### config.mk
export PLATFORM = sky130hd
export DESIGN_NAME = online_to_conv_flat
export DESIGN_NICKNAME = d
export VERILOG_FILES = /design/src/rtl/online_to_conv_if.sv /design/src/rtl/online_to_conv.sv /design/src/flat_wrapper.sv
export SDC_FILE = /design/constraint.sdc
export NUM_CORES = 1
export LEC_CHECK = 0
export BUFFER_PORTS_ARGS = -buffer_cell sky130_fd_sc_hd__buf_2
export CAP_MARGIN = 20
export CELL_PAD_IN_SITES_DETAIL_PLACEMENT = 1
export CELL_PAD_IN_SITES_GLOBAL_PLACEMENT = 1
export CORE_MARGIN = 1.5
export CORE_UTILIZATION = 35
export DETAILED_ROUTE_END_ITERATION = 8
export PLACE_DENSITY = 0.78
export REMOVE_ABC_BUFFERS = 1
export SLEW_MARGIN = 20
export SYNTH_ARGS = -nofsm -noshare
export SYNTH_HDL_FRONTEND = slang
export SYNTH_SLANG_ARGS = --single-unit
### constraint.sdc
create_clock -name clk -period 1.48 [get_ports clk]
set_input_delay 0 -clock clk [delete_from_list [all_inputs] [get_ports clk]]
set_output_delay 0 -clock clk [all_outputs]
set_load 0.005 [all_outputs]
### src/rtl/online_to_conv_if.sv
// Bundle of the online_to_conv control/data signals, plus debug taps of the FSM state and the Q/QM registers.
// Handshakes: a digit moves when in_valid && in_ready at a rising edge; a result moves when out_valid && out_ready at a rising edge.
interface online_to_conv_if #(
  parameter int N = 8
) ();
  logic         start;
  logic         in_valid;
  logic [1:0]   in_digit;
  logic         in_ready;
  logic         busy;
  logic         out_valid;
  logic         out_ready;
  logic [N:0]   out_data;
  logic [1:0]   dbg_state;
  logic [N:0]   dbg_q;
  logic [N:0]   dbg_qm;

  modport master (
    output start, in_valid, in_digit, out_ready,
    input  in_ready, busy, out_valid, out_data, dbg_state, dbg_q, dbg_qm
  );

  modport slave (
    input  start, in_valid, in_digit, out_ready,
    output in_ready, busy, out_valid, out_data, dbg_state, dbg_q, dbg_qm
  );
endinterface

### src/rtl/online_to_conv.sv
// On-the-fly conversion of N radix-2 signed digits (MSB first) into an (N+1)-bit two's-complement value.
// Q and QM = Q-1 are kept side by side, so each digit is a shift-and-select with no carry chain.
module online_to_conv #(
  parameter int N = 8
) (
  input logic              clk,
  input logic              rst_n,
  online_to_conv_if.slave  bus
);
  localparam int CW = $clog2(N + 1);

  typedef enum logic [1:0] {
    IDLE = 2'd0,
    RUN  = 2'd1,
    DONE = 2'd2
  } state_t;

  state_t        state, state_n;
  logic [N:0]    q, q_n, qm, qm_n;
  logic [CW-1:0] cnt, cnt_n;
  logic          is_pos, is_neg;
  logic          in_ready_c, busy_c, out_valid_c;

  // Digit encoding {plus,minus}; the illegal 11 collapses to zero.
  assign is_pos = bus.in_digit[1] & ~bus.in_digit[0];
  assign is_neg = bus.in_digit[0] & ~bus.in_digit[1];

  always_ff @(posedge clk or negedge rst_n) begin
    if (!rst_n) begin
      state <= IDLE;
      q     <= '0;
      qm    <= '1;
      cnt   <= '0;
    end else begin
      state <= state_n;
      q     <= q_n;
      qm    <= qm_n;
      cnt   <= cnt_n;
    end
  end

  always_comb begin
    state_n     = state;
    q_n         = q;
    qm_n        = qm;
    cnt_n       = cnt;
    in_ready_c  = 1'b0;
    busy_c      = 1'b0;
    out_valid_c = 1'b0;
    case (state)
      IDLE: begin
        if (bus.start) begin
          state_n = RUN;
          q_n     = '0;
          qm_n    = '1;
          cnt_n   = '0;
        end
      end
      RUN: begin
        in_ready_c = 1'b1;
        busy_c     = 1'b1;
        if (bus.in_valid) begin
          if (is_pos) begin
            q_n  = {q[N-1:0], 1'b1};
            qm_n = {q[N-1:0], 1'b0};
          end else if (is_neg) begin
            q_n  = {qm[N-1:0], 1'b1};
            qm_n = {qm[N-1:0], 1'b0};
          end else begin
            q_n  = {q[N-1:0], 1'b0};
            qm_n = {qm[N-1:0], 1'b1};
          end
          cnt_n = cnt + 1'b1;
          if (cnt == CW'(N - 1)) state_n = DONE;
        end
      end
      DONE: begin
        out_valid_c = 1'b1;
        busy_c      = 1'b1;
        // A start coinciding with the result handoff chains straight into the next conversion.
        if (bus.out_ready) begin
          if (bus.start) begin
            state_n = RUN;
            q_n     = '0;
            qm_n    = '1;
            cnt_n   = '0;
          end else begin
            state_n = IDLE;
          end
        end
      end
      default: state_n = IDLE;
    endcase
  end

  assign bus.in_ready  = in_ready_c;
  assign bus.busy      = busy_c;
  assign bus.out_valid = out_valid_c;
  assign bus.out_data  = q;
  assign bus.dbg_state = state;
  assign bus.dbg_q     = q;
  assign bus.dbg_qm    = qm;
endmodule

### src/flat_wrapper.sv
// flat-port wrapper written by rule: the top's interface ports become plain ports
module online_to_conv_flat 
#(
  parameter int N = 8
)
  (clk, rst_n, bus_start, bus_in_valid, bus_in_digit, bus_out_ready, bus_in_ready, bus_busy, bus_out_valid, bus_out_data, bus_dbg_state, bus_dbg_q, bus_dbg_qm);
  online_to_conv_if #(.N(N)) bus_i ();
  input logic clk;
  input logic rst_n;
  input wire logic [$bits(bus_i.start)-1:0] bus_start;
  input wire logic [$bits(bus_i.in_valid)-1:0] bus_in_valid;
  input wire logic [$bits(bus_i.in_digit)-1:0] bus_in_digit;
  input wire logic [$bits(bus_i.out_ready)-1:0] bus_out_ready;
  output wire logic [$bits(bus_i.in_ready)-1:0] bus_in_ready;
  output wire logic [$bits(bus_i.busy)-1:0] bus_busy;
  output wire logic [$bits(bus_i.out_valid)-1:0] bus_out_valid;
  output wire logic [$bits(bus_i.out_data)-1:0] bus_out_data;
  output wire logic [$bits(bus_i.dbg_state)-1:0] bus_dbg_state;
  output wire logic [$bits(bus_i.dbg_q)-1:0] bus_dbg_q;
  output wire logic [$bits(bus_i.dbg_qm)-1:0] bus_dbg_qm;
  assign bus_i.start = bus_start;
  assign bus_i.in_valid = bus_in_valid;
  assign bus_i.in_digit = bus_in_digit;
  assign bus_i.out_ready = bus_out_ready;
  assign bus_in_ready = bus_i.in_ready;
  assign bus_busy = bus_i.busy;
  assign bus_out_valid = bus_i.out_valid;
  assign bus_out_data = bus_i.out_data;
  assign bus_dbg_state = bus_i.dbg_state;
  assign bus_dbg_q = bus_i.dbg_q;
  assign bus_dbg_qm = bus_i.dbg_qm;
  online_to_conv #(.N(N)) u_core (.clk(clk), .rst_n(rst_n), .bus(bus_i));
endmodule
* Word-level counts from Yosys, hierarchy flattened
Cells that the tools add are included.
** Word-level totals
- Logic and storage cells :: 46
- Bits of input ports :: 7
- Flip-flop bits (word level) :: 24
** Operators by class
- Muxes and demuxes :: 25
- Bitwise gates (word level) :: 4
- Add/subtract/negate cells :: 1
- Reduce and logical (&&, ||, !) cells :: 5
- Eq/ne operators :: 7
** Operators by type and width (count)
- $mux 9 :: 9
- $pmux 9 s3 :: 2
- $mux 4 :: 3
- $pmux 4 s3 :: 1
- $mux 2 :: 4
- $ne 2x2->1 const B :: 3
- $pmux 2 s3 :: 1
- $mux 1 :: 5
- $add 4x1->4 const B :: 1
- $eq 4x3->1 const B :: 1
- $reduce_and 4->1 :: 1
- $reduce_and 3->1 :: 1
- $reduce_bool 3->1 :: 1
- $and 1x1->1 :: 2
- $eq 2x1->1 const B :: 1
- $eq 2x2->1 const B :: 1
- $logic_not 2->1 :: 1
- $ne 2x1->1 const B :: 1
- $not 1->1 :: 2
- $reduce_or 2->1 :: 1

* Depth between registers and ports, before layout
- Word-level depth :: 6
- Mapped depth :: 9
- Mapped depth without buffers :: 6

* Least setup slack after synthesis
No wires, ideal clock.
- Path type :: reg-to-reg
- From :: reg u_core.state[1], in the netlist u_core.bus.dbg_state[1]
- To :: reg u_core.cnt[3]
- Data required time :: 1411 ps
- Path slack :: -153 ps
- Data arrival time :: 1564 ps
- Stages on the path, launching flop included :: 8
- Clock period less this slack :: 1633 ps
- Path buffers :: 1
- Cell sequence :: dfrtp_1 > inv_1 > ha_1 > buf_2 > nand2b_2 > o211ai_2 > or4b_1 > nand3_1
** Between the ends
- Word-level cells in the longest chain between the ends :: 3
- Elaborated cells on any way between the ends :: 8
- Classes of those cells :: eq/ne (4); mux (1); reduce/logical (3)
** Ends and longest elaborated chain
- start, declared :: RTL line online_to_conv.sv:18 : state_t state, state_n;
- start signal, assigned :: RTL line online_to_conv.sv:35 : state <= state_n;
- $eq 2x2->1, or another cell as far along :: RTL line online_to_conv.sv:50 : case (state)
- $ne 2x2->1 (no source line) or $reduce_bool 3->1 (tied branches)
- $reduce_and 3->1 (no source line)
- end signal, assigned :: RTL line online_to_conv.sv:38 : cnt <= cnt_n;
- end, declared :: RTL line online_to_conv.sv:20 : logic [CW-1:0] cnt, cnt_n;
Several ways; a longest one is shown, not always the timed one.
A chain may end at the register's enable or synchronous reset.

* Worst setup path in the final report
- From :: reg u_core.state[0], in the netlist u_core.bus.dbg_state[0]
- To :: reg u_core.cnt[3]
The elaborated chain is that of the path after synthesis.

==> results.ini <==
[cts]
numCtsBuffers = 3
cts_tree = yes
cts_max_level = 1
root_buffer = clkbuf_8
path_clk_slew_ns = 0.08
clk-insertion-delay-late_ns = 0.27
cts_sinks = 24
clock_path_buffers = 2

[final_layout]
final_cells = 225
filler_cell_count = 437
final_cell_area_mm2 = 0.00176
num_antenna_cells = 0
mostFrequentLayoutCell = buf_2
area_growth_pct = 24.9
layout_common_cells = 39 x buf_2, 18 x nor2_1, 16 x mux2i_1
seqCellArea_um2 = 613
num-nets-final = 194
multi_input_area_um2 = 711
drive_gt1_share_pct = 41.8

[setup_path]
path_class = reg -> reg
cp-start-kind = register
critical_path.endpoint_type = register
path_max_fanout = 4
arrival_ns = 1.69
cp.required_ns = 1.69

[drt]
drt_first_iter_violations = 34
drc = 0
routed_via_density = 5.16
drtPass1Iterations = 4
drt-wirelength-per-cell_um = 15.8
postRouteAntennaNets = 0
vias = 1160
wl_mm = 3.55

[synthesis]
syn_area_mm2 = 0.00141
syn_avg_cell_area_um2 = 10.2
synth_mux_area_share_pct = 12.1
ys_ff_latch = 24
synth_compound_area_share_pct = 13.8
synth_top_family_by_area = compound AO/OA/AOI/OAI gates
synth_top_area_share_pct = 26.6
synth_cells = 138
yosysWarnings = 0
yosys-top-cells-area = dfrtp_1 27%, dfstp_2 17%, mux2i_1 11%, ha_1 8.0%, buf_4 5.9%
ys_seq_area_share_pct = 43.4
yosys.cell_types.count = 26
synth_area_leader_cell = dfrtp_1
synth-adder-area-share_pct = 7.98
synth-xor-area-share_pct = 0
synth-simple-area-share_pct = 13.4

[job]
cap_viol_max_count = 0

[floorplanning]
coreArea_mm2 = 0.00377
start_util_pct = 37.4
die_area_mm2 = 0.00442
die_h_um = 66.5
rows = 22
pin_count = 39
die-width_um = 66.5

[global_route]
grt_max_degree = 25
grt_overflow = 0
antenna_found_initial = 0
grt_pass1_vias = 1211
grt_usage_pct = 17.8
grt_pass1_wl_mm = 5.86

[power_and_ir_drop]
total_power_mw = 3.50
combPwrFrac_pct = 51.2
internal_power_mw = 2.08
switching_power_mw = 1.41
pwr-share-clk_pct = 11.6
power_density_mw_per_mm2 = 1980
p_seq_share_pct = 37.2
sw_frac_of_total_pct = 40.4
p_leak_nw = 0.909
ir_drop_v = 0.000746

[sta]
fin_skew_ns = 0.00292
maxSlewViolCount = 0
fin_hold_ws_ns = 0.0840
fmax_mhz = 677
worst_pin_slew_ns = 0.558
final-setup-viol-count = 0
finalCritPeriodShare_pct = 99.8
finalHoldViolCount = 0
rsz0062_at_grt = true
min_period_ns = 1.48
timing.slew.headroom_pct = 62.8

[place]
dp_cells = 216
dp_hpwl_mm = 2.48
place_congestion = 0.766
placed_area_mm2 = 0.00163
place.port_buffers = 38

[outcome]
status = finished clean

[hold_path]
hold_class = in -> reg

final timing paths:
kind | start | cells after the start | end | slack, ns
max in group asynchronous | rst_n | 2 | u_core.bus.dbg_state[0] | 0.82
min in group asynchronous | rst_n | 2 | u_core.bus.dbg_q[7] | 0.25
max reg2reg | u_core.bus.dbg_state[0] | 6 | u_core.cnt[3] | 0.003
min reg2reg | u_core.bus.dbg_qm[8] | 2 | u_core.bus.dbg_qm[8] | 0.52
min | bus_in_digit[1] | 3 | u_core.bus.dbg_q[0] | 0.08
max | u_core.bus.dbg_state[0] | 6 | u_core.cnt[3] | 0.003
cell families after synthesis:
family,after synthesis
AND/OR/NAND/NOR,39
AO/OA/AOI/OAI,27
flip-flops,24
buffers and inverters,22
multiplexers,17
adder cells (fa/ha/maj),9
layout make-up:
cell class	instances	area share (%)
Timing Repair Buffer	53	18.1
Tap cell	48	3.41
Inverter	4	0.852
Clock buffer	4	2.56
Multi-Input combinational cell	92	40.3
Sequential cell	24	34.8
power groups by stage:
stage	Clock, mW	Sequential [mW]	Combinational (mW)
final	0.405	1.30	1.79
after global routing	0.443	1.36	2.00
after CTS	0.411	1.31	1.80
after detailed placement	0	1.32	1.64
after global placement	0	1.29	1.58
after floorplan	0	1.30	0.831
cells in the mapped netlist (all sizes together):
library cell / count
or4b: 1
a21oi: 2
inv: 4
dfstp: 9
ha: 9
dfrtp: 15
a31oi: 8
nor2: 18
buf: 17
o211ai: 1
nand3b: 1
nand2b: 6
o22a: 2
o211a: 1
clkbuf: 1
nand3: 4
nor2b: 3
a22o: 8
mux2i: 16
o21ai: 5
mux2: 1
nand2: 6
state kept, by name, indices dropped and copies added, names as in the netlist:
name and cells:
u_core.bus.dbg_q 9, u_core.cnt 4, u_core.bus.dbg_state 2, u_core.bus.dbg_qm 9
through the flow:
step	util, %	TNS, ns	setup slack (ns)
floorplan	-	-5.49	-0.476
global placement	43.3	-0.0668	-0.0353
detailed placement	43.3	-1.75	-0.145
CTS	46.6	0	0.00485
global route	46.7	-0.523	-0.0789
finish	46.7	0	0.00323
routing by layer:
metal | track usage, % | vias up | share of wire [%]
li1 | - | 549 | -
met1 | 19.7 | 579 | 41
met2 | 35.0 | 28 | 54
met3 | 2.70 | 4 | 3.8
met4 | 4.59 | 0 | 1.1
met5 | 0 | - | 0
worst max-delay path, cell delays in order, from the launching register on:
cell	delay, ns
dfrtp_2	0.40
inv_1	0.07
ha_2	0.21
nand2b_4	0.09
o211ai_4	0.08
or4b_1	0.46
nand3_1	0.10
repair_timing:
| action | 4_1_cts | 5_1_grt |
|---|---|---|
| resized for setup | 12 | 1 |
| setup endpoints to repair | 23 | 17 |
| pin swaps | 1 | 0 |
| hold buffers | 1 | 0 |
| buffers inserted | 3 | 0 |
| hold endpoints to repair | 15 | 0 |
| gates cloned | 1 | 0 |
(Power assumes the default switching activity.)
